===== src/rtl/random_math_vm.sv =====
// random_math_vm: parametrised random-math VM for the CNv4 hash core.
// Loads a register file on start, then runs {opcode,dst,src,imm} words from a synchronous program RAM.
module random_math_vm #(
   parameter int DW        = 32,
   parameter int NUM_REGS  = 9,
   parameter int AW        = 8,
   parameter int MAX_INSTR = 256
) (
   input  logic                   clk,
   input  logic                   reset_n,
   input  logic                   start,
   input  logic [NUM_REGS*DW-1:0] in_regs,
   output logic [AW-1:0]          prog_addr,
   input  logic [24+DW-1:0]       prog_rdata,
   output logic                   busy,
   output logic                   done,
   output logic                   error,
   output logic [AW:0]            instr_count,
   output logic [NUM_REGS*DW-1:0] out_regs
);
   localparam int          SW       = $clog2(DW);
   localparam logic [8:0]  NREG_L   = NUM_REGS[8:0];
   localparam logic [AW:0] MAX_L    = MAX_INSTR[AW:0];
   localparam logic [AW:0] CNT_ONE  = {{AW{1'b0}}, 1'b1};
   localparam logic [AW-1:0] ADDR_ONE = {{(AW-1){1'b0}}, 1'b1};

   localparam logic [7:0] OP_MUL = 8'd0;
   localparam logic [7:0] OP_ADD = 8'd1;
   localparam logic [7:0] OP_SUB = 8'd2;
   localparam logic [7:0] OP_ROR = 8'd3;
   localparam logic [7:0] OP_ROL = 8'd4;
   localparam logic [7:0] OP_XOR = 8'd5;
   localparam logic [7:0] OP_RET = 8'd6;

   typedef enum logic [1:0] {
      ST_IDLE  = 2'd0,
      ST_FETCH = 2'd1,
      ST_EXEC  = 2'd2,
      ST_DONE  = 2'd3
   } state_t;

   state_t          state_r, state_nx_s;
   logic [DW-1:0]   regs_r [NUM_REGS];
   logic [AW-1:0]   prog_addr_r;
   logic [AW:0]     cnt_r;
   logic            busy_r, done_r, error_r;
   logic [7:0]      opcode_s, dst_s, src_s;
   logic [DW-1:0]   imm_s, a_s, b_s, res_s;
   logic            legal_s, wr_en_s, err_s;

   // Rotation by concatenating the operand with itself; shift amount is already reduced mod DW.
   function automatic logic [DW-1:0] ror_f(input logic [DW-1:0] a, input logic [SW-1:0] sh);
      logic [2*DW-1:0] t;
      t = {a, a} >> sh;
      return t[DW-1:0];
   endfunction

   function automatic logic [DW-1:0] rol_f(input logic [DW-1:0] a, input logic [SW-1:0] sh);
      logic [2*DW-1:0] t;
      t = {a, a} << sh;
      return t[2*DW-1:DW];
   endfunction

   assign opcode_s = prog_rdata[DW+23:DW+16];
   assign dst_s    = prog_rdata[DW+15:DW+8];
   assign src_s    = prog_rdata[DW+7:DW];
   assign imm_s    = prog_rdata[DW-1:0];

   // Operand fetch and range check; both operands read the pre-instruction register values.
   always_comb begin
      a_s = {DW{1'b0}};
      b_s = {DW{1'b0}};
      for (int i = 0; i < NUM_REGS; i++) begin
         a_s = (dst_s == 8'(i)) ? regs_r[i] : a_s;
         b_s = (src_s == 8'(i)) ? regs_r[i] : b_s;
      end
      legal_s = (opcode_s <= OP_XOR) && ({1'b0, dst_s} < NREG_L) && ({1'b0, src_s} < NREG_L);
   end

   // ALU result for the instruction currently on prog_rdata.
   always_comb begin
      res_s = {DW{1'b0}};
      case (opcode_s)
         OP_MUL:  res_s = a_s * b_s;
         OP_ADD:  res_s = a_s + b_s + imm_s;
         OP_SUB:  res_s = a_s - b_s;
         OP_ROR:  res_s = ror_f(a_s, b_s[SW-1:0]);
         OP_ROL:  res_s = rol_f(a_s, b_s[SW-1:0]);
         OP_XOR:  res_s = a_s ^ b_s;
         default: res_s = {DW{1'b0}};
      endcase
   end

   // Next-state decode; the watchdog fires before a non-RET instruction would exceed the budget.
   always_comb begin
      state_nx_s = state_r;
      wr_en_s    = 1'b0;
      err_s      = 1'b0;
      case (state_r)
         ST_IDLE: begin
            if (start) state_nx_s = ST_FETCH;
            else       state_nx_s = ST_IDLE;
         end
         ST_FETCH: state_nx_s = ST_EXEC;
         ST_EXEC: begin
            if (opcode_s == OP_RET) begin
               state_nx_s = ST_DONE;
            end else if (!legal_s || (cnt_r == MAX_L)) begin
               state_nx_s = ST_DONE;
               err_s      = 1'b1;
            end else begin
               wr_en_s    = 1'b1;
            end
         end
         ST_DONE: state_nx_s = ST_IDLE;
         default: state_nx_s = ST_IDLE;
      endcase
   end

   // State register and registered busy flag.
   always_ff @(posedge clk) begin
      if (!reset_n) begin
         state_r <= ST_IDLE;
         busy_r  <= 1'b0;
      end else begin
         state_r <= state_nx_s;
         busy_r  <= (state_nx_s == ST_FETCH) || (state_nx_s == ST_EXEC);
      end
   end

   // Register file, program counter, instruction count and status flags.
   always_ff @(posedge clk) begin
      if (!reset_n) begin
         for (int i = 0; i < NUM_REGS; i++) regs_r[i] <= {DW{1'b0}};
         prog_addr_r <= {AW{1'b0}};
         cnt_r       <= {(AW+1){1'b0}};
         done_r      <= 1'b0;
         error_r     <= 1'b0;
      end else begin
         done_r <= 1'b0;
         case (state_r)
            ST_IDLE: begin
               if (start) begin
                  for (int i = 0; i < NUM_REGS; i++) regs_r[i] <= in_regs[i*DW +: DW];
                  prog_addr_r <= {AW{1'b0}};
                  cnt_r       <= {(AW+1){1'b0}};
                  error_r     <= 1'b0;
               end
            end
            ST_FETCH: prog_addr_r <= prog_addr_r + ADDR_ONE;
            ST_EXEC: begin
               // Saturate rather than wrap; the watchdog ends the run before this matters.
               if (prog_addr_r != {AW{1'b1}}) prog_addr_r <= prog_addr_r + ADDR_ONE;
               if (wr_en_s) begin
                  for (int i = 0; i < NUM_REGS; i++) begin
                     if (dst_s == 8'(i)) regs_r[i] <= res_s;
                  end
                  cnt_r <= cnt_r + CNT_ONE;
               end
               if (state_nx_s == ST_DONE) begin
                  done_r  <= 1'b1;
                  error_r <= err_s;
               end
            end
            default: done_r <= 1'b0;
         endcase
      end
   end

   // Live register file view.
   always_comb begin
      out_regs = {(NUM_REGS*DW){1'b0}};
      for (int i = 0; i < NUM_REGS; i++) out_regs[i*DW +: DW] = regs_r[i];
   end

   assign prog_addr   = prog_addr_r;
   assign instr_count = cnt_r;
   assign busy        = busy_r;
   assign done        = done_r;
   assign error       = error_r;

endmodule


===== config.mk =====
export PLATFORM = sky130hd
export DESIGN_NAME = random_math_vm
export DESIGN_NICKNAME = d
export VERILOG_FILES = /design/src/rtl/random_math_vm.sv
export SDC_FILE = /design/constraint.sdc
export NUM_CORES = 2
export LEC_CHECK = 0
export CAP_MARGIN = 20
export CORE_ASPECT_RATIO = 1.4
export CORE_MARGIN = 2
export CORE_UTILIZATION = 50
export CTS_CLUSTER_SIZE = 24
export DETAILED_ROUTE_END_ITERATION = 12
export PLACE_DENSITY = 0.76
export SYNTH_ARGS = -nofsm -noshare
export SYNTH_HDL_FRONTEND = slang
export SYNTH_SLANG_ARGS = --single-unit

===== constraint.sdc =====
create_clock -name clk -period 13.5 [get_ports clk]
set_input_delay 2.025 -clock clk [delete_from_list [all_inputs] [get_ports clk]]
set_output_delay 2.025 -clock clk [all_outputs]
set_load 0.02 [all_outputs]

==> out/qor.txt <==
CTS tree = built
most area-consuming cells after synthesis = fa_1 (21%), edfxtp_1 (20%), ha_1 (6.1%)
slowest stage cell, crit path = clkdlybuf4s50_1
clock latency on the worst-skew pair = 0.60 ns
Final HPWL DP = 200000 um
htree depth = 1
antenna viol nets, final = 0
# DRC = 0
layout cells sized above 1 = 0.0961
Critical Path AT = 13.39 ns
wire length per cell = 39.1 um
CTS sink count = 310
switching share of power = 0.370
status = completed
register bit total from synthesis = 310
Hold Buf Count CTS = 0
Power Internal = 2010 uW
synthesized area = 42500 um^2
Synth area leader = fa_1
vias in the first global route = 45600
unique cell type count in the Yosys netlist = 109
most common cell after layout, fill and taps aside = clkdlybuf4s50_1
crit-path max cell delay = 0.90 ns
synthesis-to-finish area growth = 22.7%
Die Footprint = 87300 um^2
Syn Nets = 5813
die height = 349 um
Mean Syn Cell Area = 8.82 um^2
Worst Path Required = 13.81 ns
Reg clk slew, reported paths = 0.07 ns
Max Slew Vio Count = 0
Critical Path End Type = flip-flop
Net Sw Power = 1180 uW
All-Layer GR Usage = 0.589
row cnt = 126
Post-synth EDFFs = 288
die width = 250 um
clock skew = 0.0229 ns
via count = 46400
async set-reset flop share out of synthesis = 0
CTS Buf Count = 27
Yosys top cell area share = 0.208
Final period util = 0.969
Fin. Hold Viols = 0
post-cts sizing count = 0
combinational share of power = 0.322
max_cap viols = 0
IO buf count = 654
Main synth FF type = edfxtp_1
final setup margin = 0.414 ns
relative max-transition margin = 0.0275
peak supply drop = 0.127 mV
1st-iter DRT viols = 7117
Fill cells = 7364
dpl ws = 0.513 ns
RSZ-0062 raised after global routing = false
final critical-path required period = 13.09 ns
initial antenna violation count = 35
maximum root-to-sink buffer count = 3
Post-Synthesis Cells = 4817
CP startpoint kind = input port
GPL Wtd Cong = 1.18
Vias/cell = 7.07
largest net degree at the start of global routing = 217
crit-path max FO = 14
leakage = 0.0230 uW
Remaining Overflow, GRT = 0
clock network power share = 0.250
Root Driver = clkbuf_16
CP dominant cell by count = fa_1
worst slew pin tran = 1.44 ns
WL final = 257000 um
crit path kind = input port to flip-flop
most frequent cells in the layout = clkdlybuf4s50_1 (649), nand2_1 (641), nor2_1 (510)
sequential fraction of the synthesis area = 0.214
Ports = 655
Hold WC Path Type = flip-flop to flip-flop
Reg power frac = 0.428
Synth Warn # = 0
Initial Util = 0.505
setup TNS = 0 ns
Core Area = 84200 um^2
1st-pass router iterations = 10
first-pass GRT wire length = 357000 um
PD cells = 61.3 nW/um^2
Setup Buffers After CTS = 0
setup violators final = 0
maximum clock rate = 0.0764 GHz
Final nets = 6427
-- per-stage QoR --
step	util	power, uW	area [um^2]	cells	hold WS [ns]
2_1_floorplan	-	1720	42500	4817	0.528
3_3_place_gp	0.605	2330	50900	6471	0.446
3_5_place_dp	0.605	2330	50900	6471	0.448
4_1_cts	0.615	3100	51800	6519	0.468
5_1_grt	0.619	3220	52100	6548	0.498
6_report	0.619	3200	52100	6566	0.472
-- cells in the mapped netlist, types with 18 or more instances --
cell type	number
nand2b_1	38
inv_1	493
o31ai_1	33
o211ai_1	78
buf_1	33
mux2i_1	51
a211oi_1	48
fa_1	441
nand3_1	116
a22oi_1	28
a31oi_1	42
or3_1	20
nor2_1	523
and3_1	21
o311ai_0	26
o21a_1	23
nor2b_1	33
nand4_1	27
o22ai_1	39
and2_1	25
mux2_2	49
o21bai_1	19
clkbuf_1	180
a21o_1	168
mux4_2	57
xnor2_1	64
o21ai_0	165
buf_4	25
ha_1	208
buf_2	69
nand2_1	641
clkinv_1	18
edfxtp_1	288
xor2_1	32
a21oi_1	244
nor3_1	72
dfxtp_1	22
-- power groups by stage --
stage	clock network [uW]	registers, uW	logic, uW
floorplan	0	1370	350
global placement	0	1360	969
detailed placement	0	1360	974
CTS	788	1340	979
global route	820	1350	1050
finish	799	1370	1030
-- area by class of cell --
type	count	area, um^2	share of cell area
inverters	517	1940	0.0372
clock buffers	31	691	0.0132
flip-flops and latches	310	9090	0.174
well taps	1088	1360	0.0261
diodes	28	70.1	0.00134
repair buffers	902	8560	0.164
multi-input cells	3673	30300	0.581
clock inverters	17	164	0.00314
-- registers in the layout, indices dropped and copies added, names as in the netlist --
register / count
busy: 1
done: 1
error: 1
instr_count: 9
prog_addr: 8
regs_r: 288
state_r: 2
-- routing by layer --
layer / vias to the layer above / global-route usage / share of wire
met5: - / 0.0499 / 0.0026
met4: 28 / 0.661 / 0.15
met3: 1819 / 0.299 / 0.14
met2: 4467 / 0.842 / 0.41
met1: 22100 / 0.580 / 0.29
li1: 18000 / - / -
-- worst max-delay path: cells and delay by family --
family / cells / cell delay [ns]
adder cells (fa/ha/maj): 8 / 4.03
AND/OR/NAND/NOR: 2 / 0.36
AO/OA/AOI/OAI: 6 / 2.74
buffers and inverters: 5 / 1.53
XOR/XNOR: 10 / 2.67
-- cells by family (layout without fill, tap and decap cells) --
family | after synthesis | in the layout | share of synthesized area
compound gates | 1176 | 1176 | 0.194
xor+xnor | 105 | 105 | 0.0246
fa+ha+maj | 649 | 649 | 0.269
buf+inv | 834 | 1467 | 0.0797
flops | 310 | 310 | 0.214
mux | 158 | 158 | 0.0555
other cells | 0 | 28 | 0
simple gates | 1585 | 1585 | 0.163
-- path summary, 6_finish.rpt --
check                                              start                       end  slack (ns)  depth (start not counted)
worst max-delay path                      prog_rdata[43]  regs_r[0][191]$_DFFE_PP_        0.41                         31
worst min-delay path                  error$_SDFFE_PN0P_        error$_SDFFE_PN0P_        0.47                          2
worst min register to register        error$_SDFFE_PN0P_        error$_SDFFE_PN0P_        0.47                          2
worst max register to register  regs_r[0][134]$_DFFE_PP_  regs_r[0][191]$_DFFE_PP_        2.64                         29
Power figures use the tool's default switching activity.
